### src/rtl/fc_result_reader_pkg.sv
// fc_result_reader_pkg: shared FSM states and SRAM lane ordering for the FC result reader
package fc_result_reader_pkg;
  typedef enum logic [1:0] {IDLE, FETCH, DRAIN, DONE} fc_state_t;
  localparam bit LANE0_MSB = 1'b1;
  function automatic int lane_lsb(input int lane, input int lanes, input int width);
    return (LANE0_MSB ? lanes - 1 - lane : lane) * width;
  endfunction
endpackage

### src/rtl/fc_result_reader_argmax4.sv
// argmax4: folds one word of signed lanes into a running max/index, ties keep the lower index
module argmax4
  import fc_result_reader_pkg::*;
#(
  parameter int DATA_WIDTH = 8,
  parameter int LANES = 4
) (
  input  logic [LANES*DATA_WIDTH-1:0]   word,
  input  logic [LANES-1:0]              lane_valid,
  input  logic [3:0]                    base_idx,
  input  logic signed [DATA_WIDTH-1:0]  in_max,
  input  logic [3:0]                    in_idx,
  output logic signed [DATA_WIDTH-1:0]  out_max,
  output logic [3:0]                    out_idx
);
  always_comb begin
    out_max = in_max;
    out_idx = in_idx;
    for (int l = 0; l < LANES; l++) begin
      if (lane_valid[l] && $signed(word[lane_lsb(l, LANES, DATA_WIDTH) +: DATA_WIDTH]) > out_max) begin
        out_max = $signed(word[lane_lsb(l, LANES, DATA_WIDTH) +: DATA_WIDTH]);
        out_idx = base_idx + 4'(l);
      end
    end
  end
endmodule

### src/rtl/fc_result_reader.sv
// fc_result_reader: scans FC2 scores from SRAM f and hands out the argmax class and score
module fc_result_reader
  import fc_result_reader_pkg::*;
#(
  parameter int DATA_WIDTH = 8,
  parameter int DATA_NUM_PER_SRAM_ADDR = 4,
  parameter int CLASS_NUM = 10,
  parameter int BASE_ADDR = 0
) (
  input  logic                                         clk,
  input  logic                                         srstn,
  input  logic                                         fc2_done,
  output logic [9:0]                                   sram_raddr_f,
  input  logic [DATA_NUM_PER_SRAM_ADDR*DATA_WIDTH-1:0] sram_rdata_f,
  output logic                                         busy,
  output logic                                         result_valid,
  input  logic                                         result_ready,
  output logic [3:0]                                   result_class,
  output logic signed [DATA_WIDTH-1:0]                 result_score
);
  localparam int N = DATA_NUM_PER_SRAM_ADDR;
  localparam int NWORDS = (CLASS_NUM + N - 1) / N;
  localparam logic signed [DATA_WIDTH-1:0] SMIN = {1'b1, {(DATA_WIDTH-1){1'b0}}};
  fc_state_t state, next;
  logic [9:0] cnt, fold_word;
  logic fold;
  logic [N-1:0] lane_valid;
  logic [3:0] base_idx, run_idx, nidx;
  logic signed [DATA_WIDTH-1:0] run_max, nmax;
  always_comb begin
    next = state;
    case (state)
      IDLE:  next = fc2_done ? FETCH : IDLE;
      FETCH: next = (cnt == 10'(NWORDS - 1)) ? DRAIN : FETCH;
      DRAIN: next = DONE;
      DONE:  next = result_ready ? IDLE : DONE;
      default: next = IDLE;
    endcase
  end
  // data arrives a cycle after its address, so each fold consumes the previous word
  always_comb begin
    fold = (state == FETCH && cnt != 10'd0) || state == DRAIN;
    fold_word = (state == DRAIN) ? 10'(NWORDS - 1) : cnt - 10'd1;
    base_idx = 4'(32'(fold_word) * N);
    for (int l = 0; l < N; l++) lane_valid[l] = (32'(fold_word) * N + l) < CLASS_NUM;
  end
  assign sram_raddr_f = 10'(BASE_ADDR) + ((state == FETCH) ? cnt : 10'd0);
  assign busy = state != IDLE;
  assign result_valid = state == DONE;
  argmax4 #(.DATA_WIDTH(DATA_WIDTH), .LANES(N)) u_argmax4 (
    .word(sram_rdata_f), .lane_valid(lane_valid), .base_idx(base_idx),
    .in_max(run_max), .in_idx(run_idx), .out_max(nmax), .out_idx(nidx)
  );
  always_ff @(posedge clk) begin
    if (!srstn) begin
      state <= IDLE;
      cnt <= 10'd0;
      run_max <= SMIN;
      run_idx <= 4'd0;
      result_class <= 4'd0;
      result_score <= '0;
    end else begin
      state <= next;
      cnt <= (state == FETCH) ? cnt + 10'd1 : 10'd0;
      if (state == IDLE && fc2_done) begin
        run_max <= SMIN;
        run_idx <= 4'd0;
      end else if (fold) begin
        run_max <= nmax;
        run_idx <= nidx;
      end
      if (state == DRAIN) begin
        result_class <= nidx;
        result_score <= nmax;
      end
    end
  end
endmodule

### config.mk
export PLATFORM = sky130hd
export DESIGN_NAME = fc_result_reader
export DESIGN_NICKNAME = d
export VERILOG_FILES = /design/src/rtl/fc_result_reader_pkg.sv /design/src/rtl/fc_result_reader_argmax4.sv /design/src/rtl/fc_result_reader.sv
export SDC_FILE = /design/constraint.sdc
export NUM_CORES = 1
export LEC_CHECK = 0
export ABC_CLOCK_PERIOD_IN_PS = 11100
export CAP_MARGIN = 0
export CORE_AREA = 4 4 131 95
export CTS_BUF_LIST = sky130_fd_sc_hd__clkbuf_4
export DETAILED_ROUTE_END_ITERATION = 8
export DIE_AREA = 0 0 135 99
export GPL_ROUTABILITY_DRIVEN = 0
export PLACE_DENSITY = 0.45
export SLEW_MARGIN = 20
export SYNTH_ARGS = -nofsm -noshare
export SYNTH_HDL_FRONTEND = slang
export SYNTH_SLANG_ARGS = --single-unit
### constraint.sdc
create_clock -name clk -period 11.1 [get_ports clk]
set_input_delay 3.33 -clock clk [delete_from_list [all_inputs] [get_ports clk]]
set_output_delay 3.33 -clock clk [all_outputs]
set_load 0.1 [all_outputs]
==> metrics.md, run 1 <==
| Metric | Value |
|---|---|
| Slew HR | 0.2808 |
| Initial DRT Pass Iterations | 4 |
| Top Usage Layer GRT | met1 |
| Number of diodes | 0 |
| Share of synthesized registers carrying an async set or reset | 0 |
| R2R Path End | run_max[7]$_SDFFE_PP1P_ |
| I/O Buffers | 59 |
| Vias in the first global route | approximately 2.8k |
| Hold path start | result_class[0]$_SDFFE_PN0P_ |
| Met1 Track Usage GR | 0.2419 |
| DR vias/cell | around 5.0 |
| Number of synthesized flops with an enable pin | 0 |
| Rows | 32 |
| Global route overflow | 0 |
| Initial Utilization | 0.2802 |
| Avg Cell Area, Syn | 8.184 um2 |
| H-Tree Depth | 2 |
| Core Footprint | between 0.01 and 0.015 mm2 |
| Area Growth Syn to Fin | 26.97% |
| Drt total wl | 9.590 mm |
| Status | finished clean |
| Vias | ~2.9k |
| Met3 GRT Util | 0.02245 |
| DRT iter0 DRCs | 266 |
| Sequential share of the synthesized area | 0.2336 |
| Met2 global-route usage | 0.1829 |
| Max-cap violation count | 0 |
| Post-DP HPWL | 7.921 mm |
| Ports | 60 |
| Min Tclk post-route | ~10 ns |
| Ys Warns | 0 |
| Worst-path clk slew | 0.11 ns |
| Tcrit/Tclk final | 0.9439 |
| Mapped Cells | roughly 380 |
| Library cells used by synthesis | 61 |
| Largest fanout on the critical path | 10 |
| Fraction of layout cells with a size suffix above 1 | 0.09862 |
| Final Hold Fails | 0 |
| Clk_lat worst skew | 0.33 ns |
| Number of nets in the layout | roughly 510 |
| CTS tree | done |
| Worst min path class | reg2reg |
| Die area | between 0.01 and 0.015 mm2 |
| Die W | 135 um |
| Startpoint types | input port |
| Flop-to-flop setup slack | 2.34 ns |
| Mapped cell area | between 0.003 and 0.004 mm2 |
| Synth Flop Type | dfxtp_1 |
| CP required | 11.28 ns |
| Global-route wire length before repair | 15.16 mm |
| Highest clock rate | 95.45 MHz |
| Leakage | 1.509 nW |
| CTS root buf | clkbuf_4 |
| CP peak stage delay | 0.53 ns |
| Worst R2R Start | cnt[0]$_SDFF_PN0_ |
| Worst path buffer plus inverter count | 2 |
| Routed WL per cell | approximately 16 um |
| GRT Total Usage | 0.1419 |
| Setup TNS | 0 ns |
| Worst VDD drop | 27.86 uV |
| Post-route ant nets | 0 |
| Slew @ Worst Pin | 1.072 ns |
| Cts bufs inserted | 5 |
| Largest net degree at the start of global routing | 20 |
| Initial antenna violation count | 0 |
| Cell area power density | 69.02 mW/mm2 |
| RSZ-0062 raised after global routing | false |
| CP max stage cell | or4_1 |
| Post-synthesis register bit count | 36 |
| Final non-filler cell total | approximately 600 |
| Cell family with most CP delay | compound AO/OA/AOI/OAI gates |
| Hold Buf Count CTS | 0 |
| Worst Path Arrival | between 10 and 15 ns |
| Clock sink count | 36 |
| CTS Buffer Depth | 2 |
| # setup viols final | 0 |
| DRC | 0 |
| Clock skew | roughly 0.015 ns |
| Hold Path Depth | 2 |
| Crit path kind | in2reg |
| DP Cell Count | roughly 580 |
| CP most frequent cell | ha_1 |
| Die Y | a little under 100 um |
| Fin. max-slew vios | 0 |
| Register-to-Register Path Depth | 32 |
| Crit end category | register |
| Worst hold endpoint | result_class[0]$_SDFFE_PN0P_ |
| Mapped Nets | 448 |
[synthesized netlist by cell type, drive strengths merged (2+ instances only)]
cell type / instances / area (um2)
o211ai: 8 / 60.06
a21boi: 13 / 101.4
o21a: 2 / 15.01
xor2: 7 / 61.31
mux2: 3 / 41.29
o41ai: 2 / 25.03
clkbuf: 10 / 37.54
a211oi: 2 / 15.01
o21ai: 13 / 65.06
buf: 11 / 78.82
nand2b: 4 / 25.02
dfxtp: 36 / 720.7
nand4: 12 / 75.07
nor3: 3 / 20.02
nand3b: 8 / 60.06
a21o: 2 / 15.01
ha: 35 / 437.9
nor4: 2 / 12.51
nand3: 25 / 125.1
o21bai: 2 / 15.01
nand2: 35 / 131.4
nor2b: 7 / 43.79
a22oi: 6 / 75.07
a21oi: 15 / 75.07
nor2: 21 / 78.83
inv: 25 / 93.84
o311ai: 3 / 41.29
and3: 7 / 43.79
and2: 15 / 93.84
a31oi: 4 / 31.28
mux2i: 20 / 200.2
[layer usage]
layer  routed length, um  share of wire
met5                   0              0
met4                  43         0.0045
met3                 535          0.056
met2                3618           0.38
met1                5391           0.56
[final cells by class]
class                           count  area [um2]
Sequential cell                    36       720.7
Clock buffer                        7       52.55
Multi-Input combinational cell    295        2167
Tap cell                          153       191.4
Fill cell                        1143        7093
Clock inverter                      1       3.754
Timing Repair Buffer               72       688.2
Inverter                           25       93.84
[logic make-up after synthesis]
group,count (synthesis),synth area share
mux,23,0.07826
compound gates,83,0.2068
buf+inv,46,0.06813
xor+xnor,8,0.02271
fa+ha+maj,35,0.1419
simple gates,146,0.2486
flops,36,0.2336
[where the power goes]
group / switching, mW / internal (mW)
clock network: 0.0428 / 0.0293
registers: 0.00208 / 0.130
logic: 0.0361 / 0.0300
total: 0.0810 / 0.189
[worst max path at each step]
stage / slack, ns / endpoint / startpoint / depth (start not counted)
after floorplan: 1.40 / run_max[7]$_SDFFE_PP1P_ / sram_rdata_f[31] / 35
after global placement: 0.04 / run_max[2]$_SDFFE_PP0P_ / sram_rdata_f[31] / 30
after detailed placement: 0.14 / run_max[4]$_SDFFE_PP0P_ / sram_rdata_f[31] / 30
after CTS: 0.45 / run_max[4]$_SDFFE_PP0P_ / sram_rdata_f[31] / 30
after global routing: 0.05 / run_max[7]$_SDFFE_PP1P_ / sram_rdata_f[31] / 31
final: 0.62 / run_max[7]$_SDFFE_PP1P_ / sram_rdata_f[31] / 31
[per-stage QoR]
stage	util	total power [mW]	setup slack [ns]	hold slack, ns	cell area [um2]
global placement	0.3495	0.2008	0.03502	0.4527	3849
floorplan	-	0.1730	1.399	0.4336	3085
finish	0.3558	0.2704	0.6229	0.4630	3918
detailed placement	0.3495	0.2002	0.1402	0.4563	3849
global route	0.3558	0.2849	0.04850	0.4852	3918
CTS	0.3547	0.2725	0.4497	0.4720	3905
[worst min-delay path, stage by stage (launching register included)]
cell and delay [ns]:
dfxtp_1 0.32, nand3_1 0.06, nand2_1 0.05
[cell usage in the layout, fill, tap and decap left out, types with 8 or more instances in the layout]
cell and instances:
clkdlybuf4s50_1 59, dfxtp_1 36, nand2_1 35, ha_1 35, inv_1 25, nand3_1 25
nor2_1 21, mux2i_1 20, and2_1 15, a21oi_1 14, buf_4 13, nand4_1 12
o21ai_0 11, a21boi_0 11, o211ai_1 8, nand3b_1 8
[sequential cells by signal, summed over array words and instances, names as in the netlist]
| name | cells |
|---|---|
| run_max | 8 |
| state | 2 |
| result_class | 4 |
| result_score | 8 |
| cnt | 10 |
| run_idx | 4 |
[what timing repair did]
action,in CTS,in global routing
setup endpoints to repair,0,11
setup buffers,0,0
hold endpoints to repair,0,0
resized for setup,0,3
Note: power is estimated with default switching activity, not from simulation.
==> run 2: changes to the inputs <==
Settings changed: ABC_AREA set to 1, ABC_CLOCK_PERIOD_IN_PS 11100 to 10060, CORE_AREA 4 4 131 95 to 4 4 136 99, DIE_AREA 0 0 135 99 to 0 0 140 103, PLACE_DENSITY 0.45 to 0.44.
Clock period 11.1 ns to 10.06 ns, I/O delays scaled along.
==> run 2 against run 1 <==
  * Wire length is 14% higher
  * Cell area is 5.8% higher
  * Critical path depth is 14 higher
==> metrics.md, run 2 <==
| Metric | Value |
|---|---|
| Cts bufs inserted | 5 (unchanged) |
| Rows | 34 (was 32) |
| Largest fanout on the critical path | 11 (was 10) |
| Core Footprint | 0.01217 mm2 (was 0.01101 mm2) |
| Most frequent cell after synthesis | nand2_1 (was dfxtp_1) |
| CP Launch Point | sram_rdata_f[27] (was sram_rdata_f[31]) |
| Clock sink count | 36 (unchanged) |
| CP max stage cell | clkdlybuf4s50_1 (was or4_1) |
| Leading post-synthesis cells by cell area | dfxtp_1 (22%), nand2_1 (16%), ha_1 (13%) (was dfxtp_1 (23%), ha_1 (14%), mux2i_1 (6.5%)) |
| CTS root buf | clkbuf_4 (unchanged) |
| Worst R2R Start | state[0]$_SDFF_PN0_ (was cnt[0]$_SDFF_PN0_) |
| Top flop regs | cnt (10), result_score (8), run_max (8) (unchanged) |
| Hold path start | cnt[0]$_SDFF_PN0_ (was result_class[0]$_SDFFE_PN0P_) |
| Vias | 3,598 (was 2,932) |
| Main combinational cell family by area after synthesis | simple AND/OR/NAND/NOR gates (unchanged) |
| Status | finished clean (unchanged) |
| Post-Synth Adder-Cell Area | 0.1313 (was 0.1419) |
| Number of nets in the layout | 687 (was 506) |
| Largest net degree at the start of global routing | 24 (was 20) |
| Cell area power density | 74.02 mW/mm2 (was 69.02 mW/mm2) |
| Ys Warns | 0 (unchanged) |
| Die W | 140 um (was 135 um) |
| Highest clock rate | 107.3 MHz |
| Tcrit/Tclk final | 0.9262 |
| Pint | 0.2033 mW (was 0.1894 mW) |
| Setup TNS | 0 ns (unchanged) |
| CP most frequent cell | nand2_1 (was ha_1) |
| Area Growth Syn to Fin | 24.27% (was 26.97%) |
| Initial Utilization | 0.2742 (was 0.2802) |
| Sequential share of the synthesized area | 0.2161 (was 0.2336) |
| Drt total wl | 10.91 mm (was 9.590 mm) |
| Post-synthesis register bit count | 36 (unchanged) |
| Fin. max-slew vios | 0 (unchanged) |
| Initial DRT Pass Iterations | 5 (was 4) |
| Worst min path class | reg2reg (unchanged) |
| Clk_lat worst skew | 0.35 ns (was 0.33 ns) |
| Pre-CTS setup slack | 0.3217 ns (was 0.1402 ns) |
| Clock share of power | 0.256 (was 0.267) |
| Sequential share of power | 0.476 (was 0.489) |
| Post-layout util | 0.3407 (was 0.3558) |
| Slew HR | 0.3210 (was 0.2808) |
| Logic pwr share | 0.268 (was 0.244) |
| H-Tree Depth | 2 (unchanged) |
| # setup viols final | 0 (unchanged) |
| Setup WS post-layout | 0.7429 ns (was 0.6229 ns) |
| Worst VDD drop | 33.81 uV (was 27.86 uV) |
| DR vias/cell | 4.619 (was 4.978) |
| Startpoint types | input port (unchanged) |
| Global route overflow | 0 (unchanged) |
| Max-cap violation count | 0 (unchanged) |
| Routed WL per cell | 14.01 um (was 16.28 um) |
| Simple-gate share of the synthesized area | 0.4276 (was 0.2486) |
| Compound-gate portion of the synthesized area | 0.09115 (was 0.2068) |
| Library cells used by synthesis | 35 (was 61) |
| Hold Buf Count CTS | 0 (unchanged) |
| Avg Cell Area, Syn | 5.978 um2 (was 8.184 um2) |
| Post-synth top area share | 0.2161 (was 0.2336) |
| Fraction of layout cells with a size suffix above 1 | 0.05511 (was 0.09862) |
| Worst Path Arrival | 9.56 ns (was 10.66 ns) |
| Post-synthesis mux area share | 0 (was 0.07826) |
| Number of synthesized flops with an enable pin | 0 (unchanged) |
| Synth Flop Type | dfxtp_1 (unchanged) |
| DRC | 0 (unchanged) |
| Vias in the first global route | 3,357 (was 2,790) |
| Initial antenna violation count | 0 (unchanged) |
| DRT iter0 DRCs | 236 (was 266) |
| GRT Total Usage | 0.1525 (was 0.1419) |
| Power Total | 0.3068 mW (was 0.2704 mW) |
| Leakage | 2.084 nW (was 1.509 nW) |
| Sw Share | 0.3373 (was 0.2996) |
| Die Y | 103 um (was 99 um) |
| Min Tclk post-route | roughly 9.3 ns |
| Post-route ant nets | 0 (unchanged) |
| Mapped Cells | 558 (was 377) |
| Commonest cells post-synth | nand2_1 (144), inv_1 (92), nand3_1 (69), nor2_1 (63), dfxtp_1 (36) (was dfxtp_1 (36), ha_1 (35), nand2_1 (35), inv_1 (25), nand3_1 (25)) |
| CTS Buffer Depth | 2 (unchanged) |
| CP required | 10.31 ns (was 11.28 ns) |
| Yosys top cell by area | dfxtp_1 (unchanged) |
| Post-DP HPWL | 9.227 mm (was 7.921 mm) |
| Global-route wire length before repair | 17.40 mm (was 15.16 mm) |
| Commonest cells after routing, fill and taps aside | nand2_1 (144), inv_1 (91), nand3_1 (69) (was clkdlybuf4s50_1 (59), dfxtp_1 (36), nand2_1 (35), ha_1 (35)) |
| Commonest non-fill, non-tap cell in the layout | nand2_1 (was clkdlybuf4s50_1) |
| I/O Buffers | 59 (unchanged) |
| Number of diodes | 0 (unchanged) |
| Die area | 0.01442 mm2 (was 0.01337 mm2) |
| CP peak stage delay | 0.45 ns (was 0.53 ns) |
| Final Hold Fails | 0 (unchanged) |
| XOR/XNOR share of the synthesized area | 0.007877 (was 0.02271) |
| CTS tree | done (unchanged) |
| Ports | 60 (unchanged) |
| Share of synthesized registers carrying an async set or reset | 0 (unchanged) |
| P_sw | 0.1035 mW (was 0.08100 mW) |
| Mapped Nets | 629 (was 448) |
| Crit end category | register (unchanged) |
| Max FFs per register | 10 (unchanged) |
| Worst-path clk slew | 0.12 ns (was 0.11 ns) |
| Clock skew | 0.01823 ns (was 0.01459 ns) |
| Mapped cell area | 0.003336 mm2 (was 0.003085 mm2) |
| Crit path kind | in2reg (unchanged) |
| RSZ-0062 raised after global routing | false (unchanged) |
| Slew @ Worst Pin | 1.014 ns (was 1.072 ns) |
| Top reg by flops | cnt (unchanged) |
run 2: final cells by class:
| type | count | area, um2 |
|---|---|---|
| clock buffers | 5 | 37.54 |
| clock inverters | 3 | 13.76 |
| fillers | 1388 | 8021 |
| inverters | 98 | 367.9 |
| multi-input cells | 414 | 2197 |
| flip-flops and latches | 36 | 720.7 |
| well taps | 162 | 202.7 |
| repair buffers | 61 | 605.6 |
run 2: power by group through the flow:
| stage | Combinational [mW] | Clock [mW] | Sequential [mW] |
|---|---|---|---|
| 3_5_place_dp | 0.0816 | 0 | 0.149 |
| 3_3_place_gp | 0.0812 | 0 | 0.149 |
| 4_1_cts | 0.0821 | 0.0815 | 0.146 |
| 5_1_grt | 0.0926 | 0.0866 | 0.147 |
| 2_1_floorplan | 0.0478 | 0 | 0.151 |
| 6_report | 0.0822 | 0.0784 | 0.146 |
run 2: final timing paths:
path                                  endpoint  slack [ns]  depth (start not counted)
setup reg to reg  result_score[7]$_SDFFE_PN0P_        3.09                         44
setup / recovery  result_score[7]$_SDFFE_PN0P_        0.74                         45
hold reg to reg              cnt[0]$_SDFF_PN0_        0.48                          1
hold / removal               cnt[0]$_SDFF_PN0_        0.48                          1
run 2: stage by stage:
| stage | cell area, um2 | cells | hold slack (ns) |
|---|---|---|---|
| 2_1_floorplan | 3336 | 558 | 0.4287 |
| 3_3_place_gp | 4091 | 771 | 0.4471 |
| 3_5_place_dp | 4091 | 771 | 0.4564 |
| 4_1_cts | 4143 | 779 | 0.4830 |
| 5_1_grt | 4145 | 779 | 0.5242 |
| 6_report | 4145 | 779 | 0.4772 |
run 2: repair_timing:
item                                    4_1_cts  5_1_grt
buffers inserted                              0        0
resized for setup                             0        2
endpoints found under the setup margin        0       16
run 2: logic make-up (layout without fill, tap and decap cells):
group / count (synthesis) / after routing
AO/OA/AOI/OAI: 56 / 56
flip-flops: 36 / 36
adder cells (fa/ha/maj): 35 / 35
buffers and inverters: 108 / 167
AND/OR/NAND/NOR: 320 / 320
XOR/XNOR: 3 / 3
run 2: critical path, delay by kind of cell:
kind                     cells  cell delay (ns)
AND/OR/NAND/NOR             31             3.88
XOR/XNOR                     1             0.14
adder cells (fa/ha/maj)      4             1.22
AO/OA/AOI/OAI                4             0.54
buffers and inverters        5             0.74
run 2: per-layer routing:
metal	global-route usage	vias up	routed length [um]
li1	-	1896	-
met1	0.2402	1595	6288
met2	0.2139	98	3975
met3	0.02782	9	563
met4	0.02829	0	87
met5	0	-	0
